## config.mk

```make
export PLATFORM = sky130hd
export DESIGN_NAME = alu_seq
export DESIGN_NICKNAME = d
export VERILOG_FILES = /design/src/rtl/alu_pkg.sv /design/src/rtl/alu_shift_unit.sv /design/src/rtl/alu_seq.sv
export SDC_FILE = /design/constraint.sdc
export NUM_CORES = 1
export LEC_CHECK = 0
export CORE_MARGIN = 2
export CORE_UTILIZATION = 35
export DETAILED_ROUTE_END_ITERATION = 6
export PLACE_DENSITY = 0.53
export SETUP_SLACK_MARGIN = 0.5
export SKIP_LAST_GASP = 1
export SYNTH_ARGS = -nofsm -noshare
export SYNTH_HDL_FRONTEND = slang
export SYNTH_SLANG_ARGS = --single-unit
export TNS_END_PERCENT = 100
```

## constraint.sdc

```tcl
create_clock -name clk -period 4.9 [get_ports clk]
set_input_delay 0.98 -clock clk [delete_from_list [all_inputs] [get_ports clk]]
set_output_delay 0.98 -clock clk [all_outputs]
set_load 0.01 [all_outputs]
```

## src/rtl/alu_pkg.sv

```systemverilog
// Shared opcode encodings and shifter FSM states for the sequential ALU.
// The ALU_BARREL_SHIFT_EN build leaves the shift state type unused.
package alu_pkg;

  localparam logic [2:0] OP_AND = 3'b000;
  localparam logic [2:0] OP_OR  = 3'b001;
  localparam logic [2:0] OP_XOR = 3'b010;
  localparam logic [2:0] OP_NOR = 3'b011;
  localparam logic [2:0] OP_ADD = 3'b100;
  localparam logic [2:0] OP_SUB = 3'b101;
  localparam logic [2:0] OP_SLT = 3'b110;
  localparam logic [2:0] OP_SLL = 3'b111;

  typedef enum logic {
    ST_IDLE  = 1'b0,
    ST_SHIFT = 1'b1
  } shift_state_e;

endpackage

```

## src/rtl/alu_shift_unit.sv

```systemverilog
// Iterative left shifter: one bit per cycle, with a finish strobe on the last shift edge.
// It is not instantiated when ALU_BARREL_SHIFT_EN is defined.
module alu_shift_unit
  import alu_pkg::*;
#(
  parameter int WIDTH = 32,
  parameter int SH_W  = $clog2(WIDTH)
) (
  input  logic             clk,
  input  logic             rst,
  input  logic             load,
  input  logic [WIDTH-1:0] load_data,
  input  logic [SH_W-1:0]  load_amt,
  output logic             busy,
  output logic             finish,
  output logic [WIDTH-1:0] result
);

  localparam logic [SH_W-1:0] CNT_ONE = SH_W'(1);

  shift_state_e     state_q, state_d;
  logic [WIDTH-1:0] shreg_q, shreg_d;
  logic [SH_W-1:0]  cnt_q, cnt_d;

  always_ff @(posedge clk) begin
    if (rst) begin
      state_q <= ST_IDLE;
      shreg_q <= '0;
      cnt_q   <= '0;
    end else begin
      state_q <= state_d;
      shreg_q <= shreg_d;
      cnt_q   <= cnt_d;
    end
  end

  always_comb begin
    state_d = state_q;
    shreg_d = shreg_q;
    cnt_d   = cnt_q;
    finish  = 1'b0;
    case (state_q)
      ST_IDLE: begin
        if (load) begin
          shreg_d = load_data;
          cnt_d   = load_amt;
          state_d = ST_SHIFT;
        end
      end
      ST_SHIFT: begin
        shreg_d = shreg_q << 1;
        cnt_d   = cnt_q - CNT_ONE;
        // The edge that performs the final shift also retires the result.
        if (cnt_q == CNT_ONE) begin
          finish  = 1'b1;
          state_d = ST_IDLE;
        end
      end
      default: state_d = ST_IDLE;
    endcase
  end

  assign busy   = (state_q == ST_SHIFT);
  assign result = shreg_q << 1;

endmodule

```

## src/rtl/alu_seq.sv

```systemverilog
// Registered 8-operation ALU with iterative SLL and an LED byte view of the result.
// Define ALU_BARREL_SHIFT_EN to make SLL single-cycle (no busy, no shift FSM).
module alu_seq
  import alu_pkg::*;
#(
  parameter int WIDTH = 32
) (
  input  logic             clk,
  input  logic             rst,
  input  logic             start,
  input  logic [2:0]       ALU_OP,
  input  logic [WIDTH-1:0] A,
  input  logic [WIDTH-1:0] B,
  input  logic [2:0]       F_LED_SW,
  output logic [WIDTH-1:0] F,
  output logic             OF,
  output logic             ZF,
  output logic             busy,
  output logic             done,
  output logic [7:0]       LED
);

  localparam int SH_W = $clog2(WIDTH);

  logic [WIDTH-1:0] f_q, f_d;
  logic             of_q, of_d;
  logic             zf_q, zf_d;
  logic             done_q, done_d;

  logic [SH_W-1:0]  shamt;
  logic [WIDTH-1:0] sum, diff, op_res, sh_result;
  logic             op_of, slt, accept, sh_load, sh_finish, busy_w;

  assign shamt  = A[SH_W-1:0];
  assign sum    = A + B;
  assign diff   = A - B;
  assign slt    = $signed(A) < $signed(B);
  assign accept = start & ~busy_w;

`ifdef ALU_BARREL_SHIFT_EN
  assign busy_w    = 1'b0;
  assign sh_load   = 1'b0;
  assign sh_finish = 1'b0;
  assign sh_result = '0;
`else
  assign sh_load = accept && (ALU_OP == OP_SLL) && (shamt != '0);

  alu_shift_unit #(
    .WIDTH(WIDTH),
    .SH_W (SH_W)
  ) u_shift (
    .clk      (clk),
    .rst      (rst),
    .load     (sh_load),
    .load_data(B),
    .load_amt (shamt),
    .busy     (busy_w),
    .finish   (sh_finish),
    .result   (sh_result)
  );
`endif

  always_comb begin
    op_res = '0;
    op_of  = 1'b0;
    case (ALU_OP)
      OP_AND: op_res = A & B;
      OP_OR:  op_res = A | B;
      OP_XOR: op_res = A ^ B;
      OP_NOR: op_res = ~(A | B);
      OP_ADD: begin
        op_res = sum;
        op_of  = (A[WIDTH-1] == B[WIDTH-1]) && (sum[WIDTH-1] != A[WIDTH-1]);
      end
      OP_SUB: begin
        op_res = diff;
        op_of  = (A[WIDTH-1] != B[WIDTH-1]) && (diff[WIDTH-1] != A[WIDTH-1]);
      end
      OP_SLT: op_res = {{(WIDTH-1){1'b0}}, slt};
      OP_SLL: op_res = B << shamt;
      default: op_res = '0;
    endcase
  end

  // F and flags move only on an edge that also raises done.
  always_comb begin
    f_d    = f_q;
    of_d   = of_q;
    zf_d   = zf_q;
    done_d = 1'b0;
    if (sh_finish) begin
      f_d    = sh_result;
      of_d   = 1'b0;
      zf_d   = (sh_result == '0);
      done_d = 1'b1;
    end else if (accept && !sh_load) begin
      f_d    = op_res;
      of_d   = op_of;
      zf_d   = (op_res == '0);
      done_d = 1'b1;
    end
  end

  always_ff @(posedge clk) begin
    if (rst) begin
      f_q    <= '0;
      of_q   <= 1'b0;
      zf_q   <= 1'b0;
      done_q <= 1'b0;
    end else begin
      f_q    <= f_d;
      of_q   <= of_d;
      zf_q   <= zf_d;
      done_q <= done_d;
    end
  end

  // Byte lanes beyond WIDTH/8 read as zero.
  logic [7:0] led_bytes [8];
  for (genvar gi = 0; gi < 8; gi++) begin : g_led
    if (gi < WIDTH / 8) begin : g_on
      assign led_bytes[gi] = f_q[8*gi +: 8];
    end else begin : g_off
      assign led_bytes[gi] = 8'h00;
    end
  end

  assign LED  = led_bytes[F_LED_SW];
  assign F    = f_q;
  assign OF   = of_q;
  assign ZF   = zf_q;
  assign busy = busy_w;
  assign done = done_q;

endmodule
```

==> Yosys cells after proc, flatten, opt, wreduce, memory -nomap -nowiden <==
Cells that the tools add are included.
{ "word_totals": {"register_bits": 72, "output_inout_bits": 44, "word_cells": 66} }
{ "classes": {"add_sub_neg": 3, "n_lt_le_gt_ge": 2, "eq_ne": 13, "n_shift": 1, "mux": 20, "bitwise": 7, "reduce_logical": 12} }
{ "op_table": {"columns": ["cell", "n"], "rows": [
  ["32-bit one-hot mux with 8 select lines", 1],
  ["32-bit logical NOT", 2],
  ["32-bit two-way mux", 2],
  ["31-bit one-hot mux with 2 select lines", 1],
  ["32-bit adder", 1],
  ["32-bit AND", 1],
  ["32-bit less-than comparator", 1],
  ["32-bit NOT", 1],
  ["32-bit OR", 1],
  ["32-bit by 5-bit left shift with 32-bit output", 1],
  ["32-bit subtractor", 1],
  ["32-bit XOR", 1],
  ["31-bit two-way mux", 1],
  ["8-bit binary-select mux with 3-bit select", 1],
  ["8-bit two-way mux", 2],
  ["3-bit == test, second input constant", 4],
  ["5-bit one-hot mux with 2 select lines", 1],
  ["1-bit two-way mux", 8],
  ["3-bit by 2-bit == test with 1-bit output, second input constant", 2],
  ["5-bit by 1-bit == test with 1-bit output, second input constant", 1],
  ["1-bit logical AND", 5],
  ["5-bit two-way mux", 1],
  ["5-bit nonzero test", 1],
  ["5-bit by 1-bit subtractor with 5-bit output, second input constant", 1],
  ["13 further kinds", 16]
]} }

==> Longest topological paths before layout <==
{ "depth": {"ltp_word": 8, "depth_mapped": 19, "mapped_depth_nobuf": 15} }

==> Hierarchy <==
Synthesis repeated with hierarchy kept, for this count alone.
{ "hier_totals": {"hier_cells": 1582, "area_unflattened_um2": 11469.8} }
{ "by_module_without_submodules": {"columns": ["module", "n_inst", "cells_per_inst", "area_per_inst_um2", "seq_area_each_um2"], "rows": [
  ["alu_seq", 1, 1407, 9522.9, 700.7],
  ["alu_shift_unit", 1, 175, 1946.9, 740.7]
]} }

==> Worst setup path before layout <==
Ideal clock, no wire load.
{ "synth_timing": {"path_kind": "input to register", "startpoint": "input port A[2]", "endpoint": "register zf_q, in the netlist ZF", "setup_time_ns": 0.059, "arrival_ns": 4.966, "required_ns": 4.841, "setup_slack_ns": -0.126, "stages": 16, "path_cell_list": "inv_1 buf_1 buf_2 buf_1 ha_1 a21o_1 a221oi_2 o21ai_1 mux2_1 nor4b_2 nand4_1 a2111oi_0 nand4_1 or4b_1 nor4_1 a41o_1"} }
{ "synth_via": {"elab_chain_len": 6, "elab_cells_between_ends": 17, "classes_between": "add/sub (2); order compare (1); shift (1); mux (3); bitwise (4); reduce/logical (6)"} }
{ "synth_rtl": {"columns": ["element", "line_no", "source"], "rows": [
  ["from (decl)", "alu_seq.sv:12", "input logic [WIDTH-1:0] A,"],
  ["parallel branches: the longest is 6 deep, another holds 32-bit subtractor", null, null],
  ["to (signal assigned)", "alu_seq.sv:113", "zf_q <= zf_d;"],
  ["to (decl)", "alu_seq.sv:27", "logic zf_q, zf_d;"]
]} }
Parallel ways; which one is timed is not known. The select of a mux whose other input is x is not followed.
A chain may end at the register's enable or synchronous reset.

==> Worst setup path in the final report <==
{ "layout_timing": {"startpoint": "input port B[15]", "endpoint": "register zf_q, in the netlist ZF"} }
{ "layout_via": {"elab_chain_len": 6, "elab_cells_between_ends": 12, "classes_between": "add/sub (2); order compare (1); shift (1); mux (3); bitwise (4); reduce/logical (1)"} }
{ "layout_rtl": {"columns": ["element", "line_no", "source"], "rows": [
  ["from (decl)", "alu_seq.sv:13", "input logic [WIDTH-1:0] B,"],
  ["parallel branches: the longest is 2 deep, another holds 32-bit subtractor", null, null],
  ["32-bit one-hot mux with 8 select lines *", "alu_seq.sv:66", "case (ALU_OP)"],
  ["32-bit logical NOT *", "alu_seq.sv:99", "zf_d = (op_res == '0);"],
  ["1-bit two-way mux *", "alu_seq.sv:96", "end else if (accept && !sh_load) begin"],
  ["1-bit two-way mux *", "alu_seq.sv:91", "if (sh_finish) begin"]
]} }
Every way passes the cells marked *. The select of a mux whose other input is x is not followed.

==> impl_metrics.csv <==
group,metric,value,unit
status,run_status,"finished clean",
grt,initial_antenna_violation_count,0,
timing,max_slew_violation_count,0,
clocking,tritoncts.num_buffers,9,
clocking,worst_skew_pair.late_latency,0.34,ns
layout,antenna-diode-count,0,
yosys,yosys.area.top_type_share,12.88,%
timing,max-slew-margin-rel,37.31,%
worst_setup_path,crit_path_frequent_cell,"sky130_fd_sc_hd__buf_4",
worst_setup_path,worstPathCellList,"clkdlybuf4s50_1 -> inv_2 -> ha_4 -> buf_4 -> buf_4 -> buf_4 -> nand2_2 -> inv_2 -> a31oi_4 -> a211oi_2 -> buf_4 -> nor3_4 -> nor3_2 -> or3b_4 -> a31o_2 -> or4b_4 -> nor4_4 -> buf_4 -> a41o_1",
timing,hold_viol_final,0,
min_path,hold_path_depth,2,
routing,vias_per_cell,6.015,
worst_setup_path,crit_path_end_kind,"flip-flop",
yosys,yosys.area_share.simple,20.30,%
grt,global_route.usage.met1,44.27,%
timing,rsz0062_at_grt,"true",
yosys,synth_edf_count,0,
grt,grt.met2_usage,54.25,%
yosys,mappedNetlistNets,1712,
yosys,yosys-mux-area-fraction,11.76,%
worst_setup_path,crit_path_start_kind,"input port",
yosys,cell_taking_the_most_area_after_synthesis,"sky130_fd_sc_hd__dfxtp_1",
routing,route.antenna.remaining_nets,0,
yosys,synthesized_cell_area,11190,µm²
yosys,postSynthCellCount,1534,
clocking,cts-root-buf,"sky130_fd_sc_hd__clkbuf_16",
layout,layout-drive-gt1-share,33.02,%
clocking,cts.reportedPaths.clkPinSlew,0.06,ns
routing,drt_first_pass_iters,7,
worst_setup_path,critical_path_peak_fanout,5,
yosys,async_flop_share,0,%
min_path,worstHoldStart,"u_shift.shreg_q[30]$_SDFFE_PP0P_",
min_path,min_path_type,"reg -> reg",
yosys,synth_seq_area_share,12.88,%
floorplanning,dieWidth,182.8,µm
floorplanning,core,31560,µm²
worst_setup_path,cpPeakStageDelay,0.53,ns
floorplanning,std_cell_rows,65,
power,power-per-cell-area,199.9,nW/µm²
timing,worst_pin_slew,0.9305,ns
worst_setup_path,arrival,4.64,ns
layout,final_nets,2108,
grt,grt_busiest_layer,"met2",
layout,flow.area_growth_from_synthesis,49.25,%
min_path,min_delay_worst_endpoint,"u_shift.shreg_q[30]$_SDFFE_PP0P_",
worst_setup_path,regToRegSetupSlack,1.73,ns
yosys,yosys.area_share.adder,11.88,%
timing,fin_crit_sh,89.00,%
timing,final-setup-viol-count,0,
floorplanning,ios,117,
grt,grt_first_pass_wirelength,85260,µm
grt,grt.met3_usage,5.044,%
worst_setup_path,critPathRequiredTime,5.18,ns
yosys,post_synth.cell_area_avg,7.294,µm²
timing,maximum_operating_frequency,229.3,MHz
floorplanning,initial_core_util,35.46,%
routing,routed-via-count,14060,
layout,post-route-util,52.92,%
layout,fin_cells,2337,
timing,finalClockSkew,0.005673,ns
clocking,tritoncts,"yes",
job,cap_violations,0,
yosys,synth-xor-area-share,2.192,%
yosys,yosysWarningCount,0,
timing,fin_worst_hold_slack,0.4890,ns
power,standby_leakage_power,7.078,nW
place,port-buffer-count,116,
routing,detailedRoute.firstIterationViolations,1386,
clocking,cts.sinks,72,
yosys,synth_seq_cells,72,
yosys,dominantRegCellSynth,"sky130_fd_sc_hd__dfxtp_1",
worst_setup_path,r2r.worst_path.cells,11,
routing,drc_errors,0,
floorplanning,fp.dieArea,33420,µm²
clocking,cts_max_level,3,
yosys,post_synth_main_area_contributors,"sky130_fd_sc_hd__dfxtp_1 13%, sky130_fd_sc_hd__ha_1 12%, sky130_fd_sc_hd__a21oi_1 6.7%, sky130_fd_sc_hd__mux4_2 5.6%, sky130_fd_sc_hd__nand2_1 5.2%",
timing,min_period,4.361,ns
worst_setup_path,worst_r2r_startpoint,"u_shift.busy$_SDFF_PP0_",
place,place_inst,2274,
yosys,combinational_family_with_the_most_area_after_synthesis,"compound AO/OA/AOI/OAI gates",
place,dp_hpwl,45240,µm
grt,largest_net_degree_at_the_start_of_global_routing,97,
power,worst_ir_drop_vdd,210.3,µV
grt,globalRoute.totalOverflow,0,
floorplanning,dieHeight,182.8,µm
worst_setup_path,timing.rr.end,"ZF$_SDFFE_PP0P_",
place,weighted_congestion_reported_at_the_end_of_routability_driven_placement,1.003,
clocking,cts_max_path_buffers,2,
routing,routed_wirelength,57450,µm
grt,grt_usage,33.48,%
yosys,synth.lib_cells_used.distinct,87,
grt,first_global_vias,13640,
routing,wl_per_cell,24.58,µm
yosys,synth-compound-area-share,33.24,%
worst_setup_path,worstSetupPathType,"in -> reg",
worst_setup_path,timing.critical_path.slowest_stage_cell,"sky130_fd_sc_hd__or4b_4",
## cell usage after synthesis, types with 6 or more instances
| cell type | n |
|---|---|
| sky130_fd_sc_hd__nand2_1 | 154 |
| sky130_fd_sc_hd__a21oi_1 | 150 |
| sky130_fd_sc_hd__nor2_1 | 127 |
| sky130_fd_sc_hd__ha_1 | 103 |
| sky130_fd_sc_hd__inv_1 | 101 |
| sky130_fd_sc_hd__clkbuf_1 | 76 |
| sky130_fd_sc_hd__o21ai_0 | 73 |
| sky130_fd_sc_hd__dfxtp_1 | 72 |
| sky130_fd_sc_hd__a22oi_1 | 64 |
| sky130_fd_sc_hd__mux2i_1 | 40 |
| sky130_fd_sc_hd__nor3_1 | 31 |
| sky130_fd_sc_hd__mux4_2 | 28 |
| sky130_fd_sc_hd__nand3_1 | 28 |
| sky130_fd_sc_hd__nand2b_1 | 25 |
| sky130_fd_sc_hd__xnor2_1 | 25 |
| sky130_fd_sc_hd__a211oi_1 | 22 |
| sky130_fd_sc_hd__a31oi_1 | 22 |
| sky130_fd_sc_hd__nor2b_1 | 22 |
| sky130_fd_sc_hd__o211ai_1 | 22 |
| sky130_fd_sc_hd__buf_2 | 21 |
| sky130_fd_sc_hd__mux2_2 | 21 |
| sky130_fd_sc_hd__nand4_1 | 19 |
| sky130_fd_sc_hd__nor4_1 | 19 |
| sky130_fd_sc_hd__a21o_1 | 16 |
| sky130_fd_sc_hd__o22ai_1 | 16 |
| sky130_fd_sc_hd__o211a_1 | 14 |
| sky130_fd_sc_hd__a221oi_1 | 12 |
| sky130_fd_sc_hd__a211o_1 | 11 |
| sky130_fd_sc_hd__a311oi_1 | 11 |
| sky130_fd_sc_hd__or3_1 | 11 |
| sky130_fd_sc_hd__buf_1 | 10 |
| sky130_fd_sc_hd__and3_1 | 9 |
| sky130_fd_sc_hd__o21a_1 | 9 |
| sky130_fd_sc_hd__o31ai_1 | 9 |
| sky130_fd_sc_hd__o2111ai_1 | 7 |
| sky130_fd_sc_hd__o21bai_1 | 7 |
| sky130_fd_sc_hd__or2_2 | 7 |
| sky130_fd_sc_hd__a2bb2oi_1 | 6 |
## worst max-delay path, delay by kind of cell
family / cells / cell delay, ns
compound gates: 4 / 0.60
fa+ha+maj: 1 / 0.24
buf+inv: 8 / 1.37
simple gates: 6 / 1.46
## routing by layer
metal / wire length (µm) / vias up
met5: 0 / -
met4: 3043 / 0
met3: 4311 / 123
met2: 25830 / 634
met1: 24270 / 6781
li1: - / 6519
## report_power, final
group	internal [mW]	total, mW	switching [mW]
Clock	0.563	0.821	0.258
Combinational	0.855	1.87	1.01
Sequential	0.617	0.652	0.0351
Total	2.03	3.34	1.30
## stage by stage
stage	power [mW]	worst slack (ns)	instance area [µm²]	setup TNS [ns]
floorplan	1.476	0.4709	11290	0
CTS	3.230	0.5045	16240	0
global route	3.479	0.4152	16700	0
detailed placement	2.284	-0.4843	14950	-0.7120
global placement	2.286	-0.5280	14950	-0.5603
finish	3.339	0.5391	16700	0
## sequential cells by signal, indices dropped and copies added (netlist names)
name,count
u_shift.busy,1
F,32
u_shift.cnt_q,5
u_shift.shreg_q,31
ZF,1
done,1
OF,1
## layout make-up
type / instances / area [µm²]
clock buffer: 11 / 242.7
clock inverter: 5 / 127.6
fill: 3090 / 14860
inverter: 105 / 404.1
multi-input combinational: 1246 / 9908
sequential: 72 / 1441
tap: 402 / 503.0
timing repair buffer: 496 / 4073
## how the worst max path moves through the flow
stage / startpoint / end / slack [ns]
detailed placement: B[10] / ZF$_SDFFE_PP0P_ / -0.48
finish: B[15] / ZF$_SDFFE_PP0P_ / 0.54
CTS: A[6] / ZF$_SDFFE_PP0P_ / 0.50
global placement: B[10] / ZF$_SDFFE_PP0P_ / -0.53
floorplan: A[0] / ZF$_SDFFE_PP0P_ / 0.47
global route: A[23] / ZF$_SDFFE_PP0P_ / 0.42
## kinds of logic (layout without fill, tap and decap cells)
group                    count (synthesis)  after routing
adder cells (fa/ha/maj)                105            105
multiplexers                            92             92
XOR/XNOR                                28             28
buffers and inverters                  216            617
flip-flops                              72             72
AO/OA/AOI/OAI                          544            544
AND/OR/NAND/NOR                        477            477
## repair_timing
action,CTS,global route
hold buffers,0,0
setup endpoints to repair,7,4
cloned,0,0
hold endpoints to repair,0,0
pin swaps,47,53
gates resized for setup,181,92
buffers inserted,35,12
## layout by cell type (no fill, tap or decap), types with 27 or more instances in the layout
cell type / instances
sky130_fd_sc_hd__clkdlybuf4s50_1: 80
sky130_fd_sc_hd__mux4_2: 28
sky130_fd_sc_hd__inv_1: 73
sky130_fd_sc_hd__nand2_1: 150
sky130_fd_sc_hd__mux2i_1: 40
sky130_fd_sc_hd__a22oi_1: 63
sky130_fd_sc_hd__nor2_1: 119
sky130_fd_sc_hd__buf_4: 365
sky130_fd_sc_hd__ha_1: 72
sky130_fd_sc_hd__dfxtp_1: 72
sky130_fd_sc_hd__o21ai_0: 63
sky130_fd_sc_hd__a21oi_1: 128
sky130_fd_sc_hd__inv_2: 27
(Power assumes the default switching activity.)
